### config.mk
export PLATFORM = sky130hd
export DESIGN_NAME = hazard_control_unit
export DESIGN_NICKNAME = d
export VERILOG_FILES = /design/src/rtl/hazard_control_unit.sv
export SDC_FILE = /design/constraint.sdc
export NUM_CORES = 1
export LEC_CHECK = 0
export CORE_AREA = 5 5 58 60
export CTS_BUF_LIST = sky130_fd_sc_hd__clkbuf_4
export CTS_CLUSTER_DIAMETER = 100
export DETAILED_ROUTE_END_ITERATION = 8
export DIE_AREA = 0 0 63 65
export PLACE_DENSITY_LB_ADDON = 0.3
export SLEW_MARGIN = 0
export SYNTH_ARGS = -nofsm -noshare
export SYNTH_HDL_FRONTEND = slang
export SYNTH_SLANG_ARGS = --single-unit
### constraint.sdc
create_clock -name clk -period 2.5 [get_ports clk]
set_clock_uncertainty 0.05 [all_clocks]
set_input_delay 0.5 -clock clk [delete_from_list [all_inputs] [get_ports clk]]
set_output_delay 0.5 -clock clk [all_outputs]
set_load 0.005 [all_outputs]
### src/rtl/hazard_control_unit.sv
// Pipeline stall/flush/forward sequencing and NZVC flag ownership
// for the five-stage CPU; tracks EX/MEM destinations internally.
module hazard_control_unit (
  input  logic       clk,
  input  logic       reset,
  input  logic [4:0] id_rn,
  input  logic [4:0] id_rm,
  input  logic       id_use_rn,
  input  logic       id_use_rm,
  input  logic [4:0] id_rd,
  input  logic       id_regwrite,
  input  logic       id_memread,
  input  logic       id_flag_enable,
  input  logic       id_is_cbz,
  input  logic       id_brtaken,
  input  logic       ex_negativef,
  input  logic       ex_overflowf,
  input  logic       ex_zerof,
  input  logic       ex_carryf,
  output logic       pc_we,
  output logic       ifid_we,
  output logic       ifid_flush,
  output logic       idex_bubble,
  output logic [1:0] fwd_a,
  output logic [1:0] fwd_b,
  output logic       flag_n,
  output logic       flag_v,
  output logic       flag_z,
  output logic       flag_c
);

  localparam logic [4:0] XZR = 5'd31;

  logic [4:0] ex_rd;
  logic       ex_regwrite;
  logic       ex_memread;
  logic       ex_flag_enable;
  logic [4:0] mem_rd;
  logic       mem_regwrite;
  logic [1:0] fwd_a_q;
  logic [1:0] fwd_b_q;
  logic [3:0] nzvc;

  logic       rn_ex;
  logic       rm_ex;
  logic       rn_mem;
  logic       rm_mem;
  logic       load_use;
  logic       cbz_stall;
  logic       stall;
  logic [1:0] fwd_a_d;
  logic [1:0] fwd_b_d;
  logic [3:0] live;

  assign rn_ex  = ex_regwrite && (ex_rd == id_rn) && (id_rn != XZR);
  assign rm_ex  = ex_regwrite && (ex_rd == id_rm) && (id_rm != XZR);
  assign rn_mem = mem_regwrite && (mem_rd == id_rn) && (id_rn != XZR);
  assign rm_mem = mem_regwrite && (mem_rd == id_rm) && (id_rm != XZR);

  assign load_use = ex_memread &&
                    ((id_use_rn && rn_ex) || (id_use_rm && rm_ex));
  // CBZ reads the regfile in ID with no bypass, so wait for WB
  assign cbz_stall = id_is_cbz && (rm_ex || rm_mem);
  assign stall     = load_use || cbz_stall;

  always_comb begin
    pc_we       = 1'b1;
    ifid_we     = 1'b1;
    idex_bubble = 1'b0;
    ifid_flush  = id_brtaken;
    if (reset) begin
      pc_we       = 1'b0;
      ifid_we     = 1'b0;
      idex_bubble = 1'b1;
      ifid_flush  = 1'b1;
    end else if (stall) begin
      pc_we       = 1'b0;
      ifid_we     = 1'b0;
      idex_bubble = 1'b1;
      ifid_flush  = 1'b0;
    end
  end

  // Newest producer (EX) wins over MEM
  always_comb begin
    fwd_a_d = 2'd0;
    fwd_b_d = 2'd0;
    if (id_use_rn && rn_ex)       fwd_a_d = 2'd1;
    else if (id_use_rn && rn_mem) fwd_a_d = 2'd2;
    if (id_use_rm && rm_ex)       fwd_b_d = 2'd1;
    else if (id_use_rm && rm_mem) fwd_b_d = 2'd2;
  end

  assign live  = {ex_negativef, ex_overflowf, ex_zerof, ex_carryf};
  assign fwd_a = fwd_a_q;
  assign fwd_b = fwd_b_q;
  assign {flag_n, flag_v, flag_z, flag_c} =
    ex_flag_enable ? live : nzvc;

  always_ff @(posedge clk) begin
    if (reset) begin
      ex_rd          <= XZR;
      ex_regwrite    <= 1'b0;
      ex_memread     <= 1'b0;
      ex_flag_enable <= 1'b0;
      mem_rd         <= XZR;
      mem_regwrite   <= 1'b0;
      fwd_a_q        <= 2'd0;
      fwd_b_q        <= 2'd0;
      nzvc           <= 4'd0;
    end else begin
      mem_rd       <= ex_rd;
      mem_regwrite <= ex_regwrite;
      if (ex_flag_enable)
        nzvc <= live;
      if (stall) begin
        ex_rd          <= XZR;
        ex_regwrite    <= 1'b0;
        ex_memread     <= 1'b0;
        ex_flag_enable <= 1'b0;
        fwd_a_q        <= 2'd0;
        fwd_b_q        <= 2'd0;
      end else begin
        ex_rd          <= id_rd;
        ex_regwrite    <= id_regwrite;
        ex_memread     <= id_memread;
        ex_flag_enable <= id_flag_enable;
        fwd_a_q        <= fwd_a_d;
        fwd_b_q        <= fwd_b_d;
      end
    end
  end

endmodule

---- Word level (Yosys, flattened, before mapping) ----
Cells that the tools add are included.
storage, ports and cells
  register bits ........................... 22
  input bits .............................. 28
  output and inout bits ................... 12
  word-level logic and storage cells ...... 48
cells by class
  eq/ne operators ......................... 6
  muxes and demuxes ....................... 11
  reduce and logical (&&, ||, !) cells .... 20
operator list
  cell                                           count
  5-bit == test                                  4
  1-bit logical AND                              14
  5-bit inequality test (second input constant)  2
  1-bit 2-to-1 mux                               8
  3-bit OR reduction                             2
  2-bit 2-to-1 mux                               2
  4-bit 2-to-1 mux                               1
  1-bit logical OR                               3
  2-bit OR reduction                             1

---- Depth between registers and ports, before layout ----
Gate-level depths: netlist (run 1).
  depth in word-level cells ............... 9
  depth in mapped cells ................... 7

---- Least setup slack after synthesis (run 1) ----
OpenSTA, ideal clock, no wires.
  kind .................................... input to output
  start point ............................. input id_rm[0]
  end point ............................... output pc_we
  data arrival time ....................... 1.604 ns
  setup slack ............................. 0.346 ns
  stages .................................. 7
  path buffers ............................ 2
  cell sequence ........................... xnor2_1 nand4_2 nor3_1 o22ai_2 buf_6 nor3b_2 buf_4
on the way
  word-level cells in the longest chain between the ends .. 9
  elaborated cells between the ends (all ways) .. 15
  those cells by class .................... 3 x eq/ne; 2 x mux; 10 x reduce/logical
ends and longest elaborated chain
  item                             line  text
  from (decl)                      7     input logic [4:0] id_rm,
  5-bit == test                    56    assign rm_ex = ex_regwrite && (ex_rd == id_rm) && (id_rm != XZR);
  1-bit logical AND (2 in a row)   56
  1-bit logical AND                61    ((id_use_rn && rn_ex) || (id_use_rm && rm_ex));
  1-bit logical OR                 61
  1-bit logical AND                60    assign load_use = ex_memread &&
  1-bit logical OR *               64    assign stall = load_use || cbz_stall;
  1-bit 2-to-1 mux * (2 in a row)  -
  to (decl)                        20    output logic pc_we,
Mark *: on every way between the ends. The rest lies on a longest branch, timed or not.

---- Final worst setup path (run 1) ----
  start point ............................. input id_use_rm
  end point ............................... output idex_bubble
on the way
  word-level cells in the longest chain between the ends .. 6
ends and longest elaborated chain
  item               line  text
  from (decl)        9     input logic id_use_rm,
  1-bit logical AND  61
  1-bit logical OR   61
  1-bit logical AND  60
  1-bit logical OR   64
  1-bit 2-to-1 mux   76    end else if (stall) begin
  1-bit 2-to-1 mux   71    if (reset) begin
  to (decl)          23    output logic idex_bubble,
No other way between the ends.

==> results of run 1 <==
-- worst reg2reg max path, cell delays in order (launching register included) --
cell and delay (ns):
dfxtp_1 0.43, xor2_1 0.25, nor4b_4 0.09, buf_4 0.15, and2_4 0.16, buf_4 0.14
or4b_1 0.47
-- power by group --
group	internal (mW)	switching (mW)	leakage (nW)
Sequential	0.365	0.0128	0.180
Clock	0.0561	0.0956	0.0138
Combinational	0.0897	0.0536	0.459
-- cells by family after synthesis --
family	share of synthesized area (%)
muxes	4.27
and+or+nand+nor	32.1
AOI/OAI and AO/OA	2.73
buffers and inverters	2.49
xor gates and xnor gates	16.6
DFF	41.8
-- area by class of cell --
type	count	area, µm²	share of cell area [%]
sequential	22	444	27.2
timing repair buffer	57	473	28.9
multi-input combinational	71	653	40.0
clock buffer	3	22.5	1.38
tap	33	41.3	2.53
-- metrics by stage --
stage	TNS (ns)	power [mW]
after floorplan	0	0.442
after global placement	-2.33	0.526
after detailed placement	-2.57	0.527
after CTS	0	0.682
after global routing	0	0.709
final	0	0.673
-- cells in the mapped netlist --
library cell and count:
buf_6 1, or4b_1 5, nor4b_1 2, o21a_1 1, or2_1 5, xnor2_1 12
and4b_1 3, a31o_1 1, and2_4 1, nor4_1 2, nor3_1 1, nor2_4 1
mux2_1 1, nand2_1 6, buf_4 1, nor4b_4 1, nor2_1 1, nand4_1 3
nor4bb_1 1, nand3_1 2, nor3b_2 1, nand4_2 1, nor3b_1 1, o22ai_2 1
nor4_2 1, nor2b_1 5, nand3b_1 1, mux2_2 3, clkbuf_1 2, xor2_1 8
dfxtp_1 22
-- worst max path at each step --
stage	startpoint	to	cells past startpoint
2_1_floorplan	id_rm[0]	pc_we	7
6_report	id_use_rm	idex_bubble	6
3_3_place_gp	id_rm[4]	ifid_flush	8
5_1_grt	id_use_rm	idex_bubble	6
4_1_cts	id_rn[2]	ifid_we	8
3_5_place_dp	id_rm[1]	ifid_we	8
-- layer usage --
| metal | wire length (µm) | vias to the layer above | track usage (%) |
|---|---|---|---|
| li1 | - | 454 | - |
| met1 | 1050 | 420 | 15.0 |
| met2 | 1390 | 27 | 25.0 |
| met3 | 157 | 2 | 3.47 |
| met4 | 8 | 0 | 3.98 |
| met5 | 0 | - | 0 |
-- what timing repair did --
action	CTS	global route
pin swaps	17	5
buffers inserted	4	1
resized for setup	50	5
endpoints found under the hold margin	0	0
setup endpoints to repair	4	4
-- flip-flops by register name, summed over array words and instances, names as in the netlist --
name and cells:
mem_rd 5, mem_regwrite 1, ex_rd 5, fwd_a 2
fwd_b 2, ex_memread 1, ex_flag_enable 1, ex_regwrite 1
nzvc 4
==> qor.csv, run 1 <==
metric,value,unit
r2r startpoint,ex_rd[0]$_SDFF_PP1_,
Post-Syn Area,1050,µm²
max_slew headroom,73.8,%
Crit-path slowest cell,clkdlybuf4s50_1,
DP Area,1560,µm²
full die area,4100,µm²
CP required,1.95,ns
Final Instance Area,1630,µm²
GRT overflow,0,
Final Critical Period,2.39,ns
crit path capture type,output pin,
DR iter-0 viols,26,
vias in the first global route,991,
htree depth,1,
PwrDens,412,nW/µm²
Synth Warn #,0,
Peak Freq,418,MHz
RR Endpoint,ex_rd[4]$_SDFF_PP1_,
hold depth,2,
via count,903,
worst skew pair latency,0.29,ns
critical path type,in -> out,
clk sink count,22,
Syn-to-layout area delta,54.9,%
Buffers & Inverters on Critical Path,2,
Num CTS Buffers,3,
Leak,0.653,nW
layout cell share with drive strength beyond 1,34.6,%
period utilization,95.7,%
CTS max path bufs,2,
Hold Crit Start,mem_regwrite$_SDFF_PP0_,
R2R Setup Slk,0.65,ns
DR DRC count,0,
# port buffers,39,
max_cap viols,0,
Starting Density,36.7,%
ANT nets after route,0,
fin. max-slew vios,0,
HP Class,reg -> reg,
Mapped Cells,97,
worst setup margin,0.107,ns
clk root buf,clkbuf_4,
"commonest non-fill, non-tap cell in the layout",clkdlybuf4s50_1,
post-synth top area cell,dfxtp_1,
die width,63,µm
status,finished clean,
post-DR wirelength/cell,14.0,µm
drt first pass iters,4,
synth unique cells,31,
die height,65,µm
"Avg Cell Area, Syn",10.9,µm²
"Arr. time, crit path",1.84,ns
sequential share of the synthesized area,41.8,%
core area,2880,µm²
Finished Core Util,56.8,%
IO Pins,40,
share of the synthesized area in the top cell type,41.8,%
Placement Setup Slack,-0.595,ns
CP max FO,6,
unrepaired setup endpoints after global routing,false,
critical path's top delay family,buffers and inverters,
post-route insts no fill,186,
clock transition at the registers of the reported paths,0.11,ns
n_diodes,0,
Worst-Margin Slew,0.389,ns
CTS tree,built,
GRT Total Usage,13.5,%
r2r worst-path depth,6,
DPL Wire Length,2.08,mm
Routed WL,2.60,mm
most frequent cells in the layout,"clkdlybuf4s50_1, dfxtp_1, buf_4, xor2_1, xnor2_1",
Critical Path Start Type,input pin,
cell count after placement,178,
"Hold Vio Cnt, Final",0,
Synth area leaders,"dfxtp_1, xnor2_1, xor2_1",
hold slack,0.448,ns
first-pass GRT wire length,4.42,mm
routability cong.,0.892,
FP Rows,20,
final-layout fill cell count,267,
syn nets,125,
Nets,183,
Max stage delay on crit path,0.49,ns
cts hold-fix bufs,0,
Vias/cell,4.85,
critical-path cell list,clkdlybuf4s50_1 -> nand2_1 -> nor4_4 -> o22ai_4 -> nand3b_1 -> dlygate4sd2_1,
#FFs+latches synth,22,
Setup Viol. Count Final,0,
Peak VDD IR,0.290,mV
endpoint of the worst hold path,fwd_a[1]$_SDFF_PP0_,
largest net degree at the start of global routing,15,
initial antenna violation count,0,
Power figures use the tool's default switching activity.
==> inputs of run 2 (changes only) <==
--- a/config.mk
+++ b/config.mk
@@ -11,7 +11,6 @@
 export DETAILED_ROUTE_END_ITERATION = 8
 export DIE_AREA = 0 0 63 65
 export PLACE_DENSITY_LB_ADDON = 0.3
-export SLEW_MARGIN = 0
 export SYNTH_ARGS = -nofsm -noshare
 export SYNTH_HDL_FRONTEND = slang
 export SYNTH_SLANG_ARGS = --single-unit
==> results of run 2 <==
The final DEF is identical to that of run 1; final timing and power are the same.
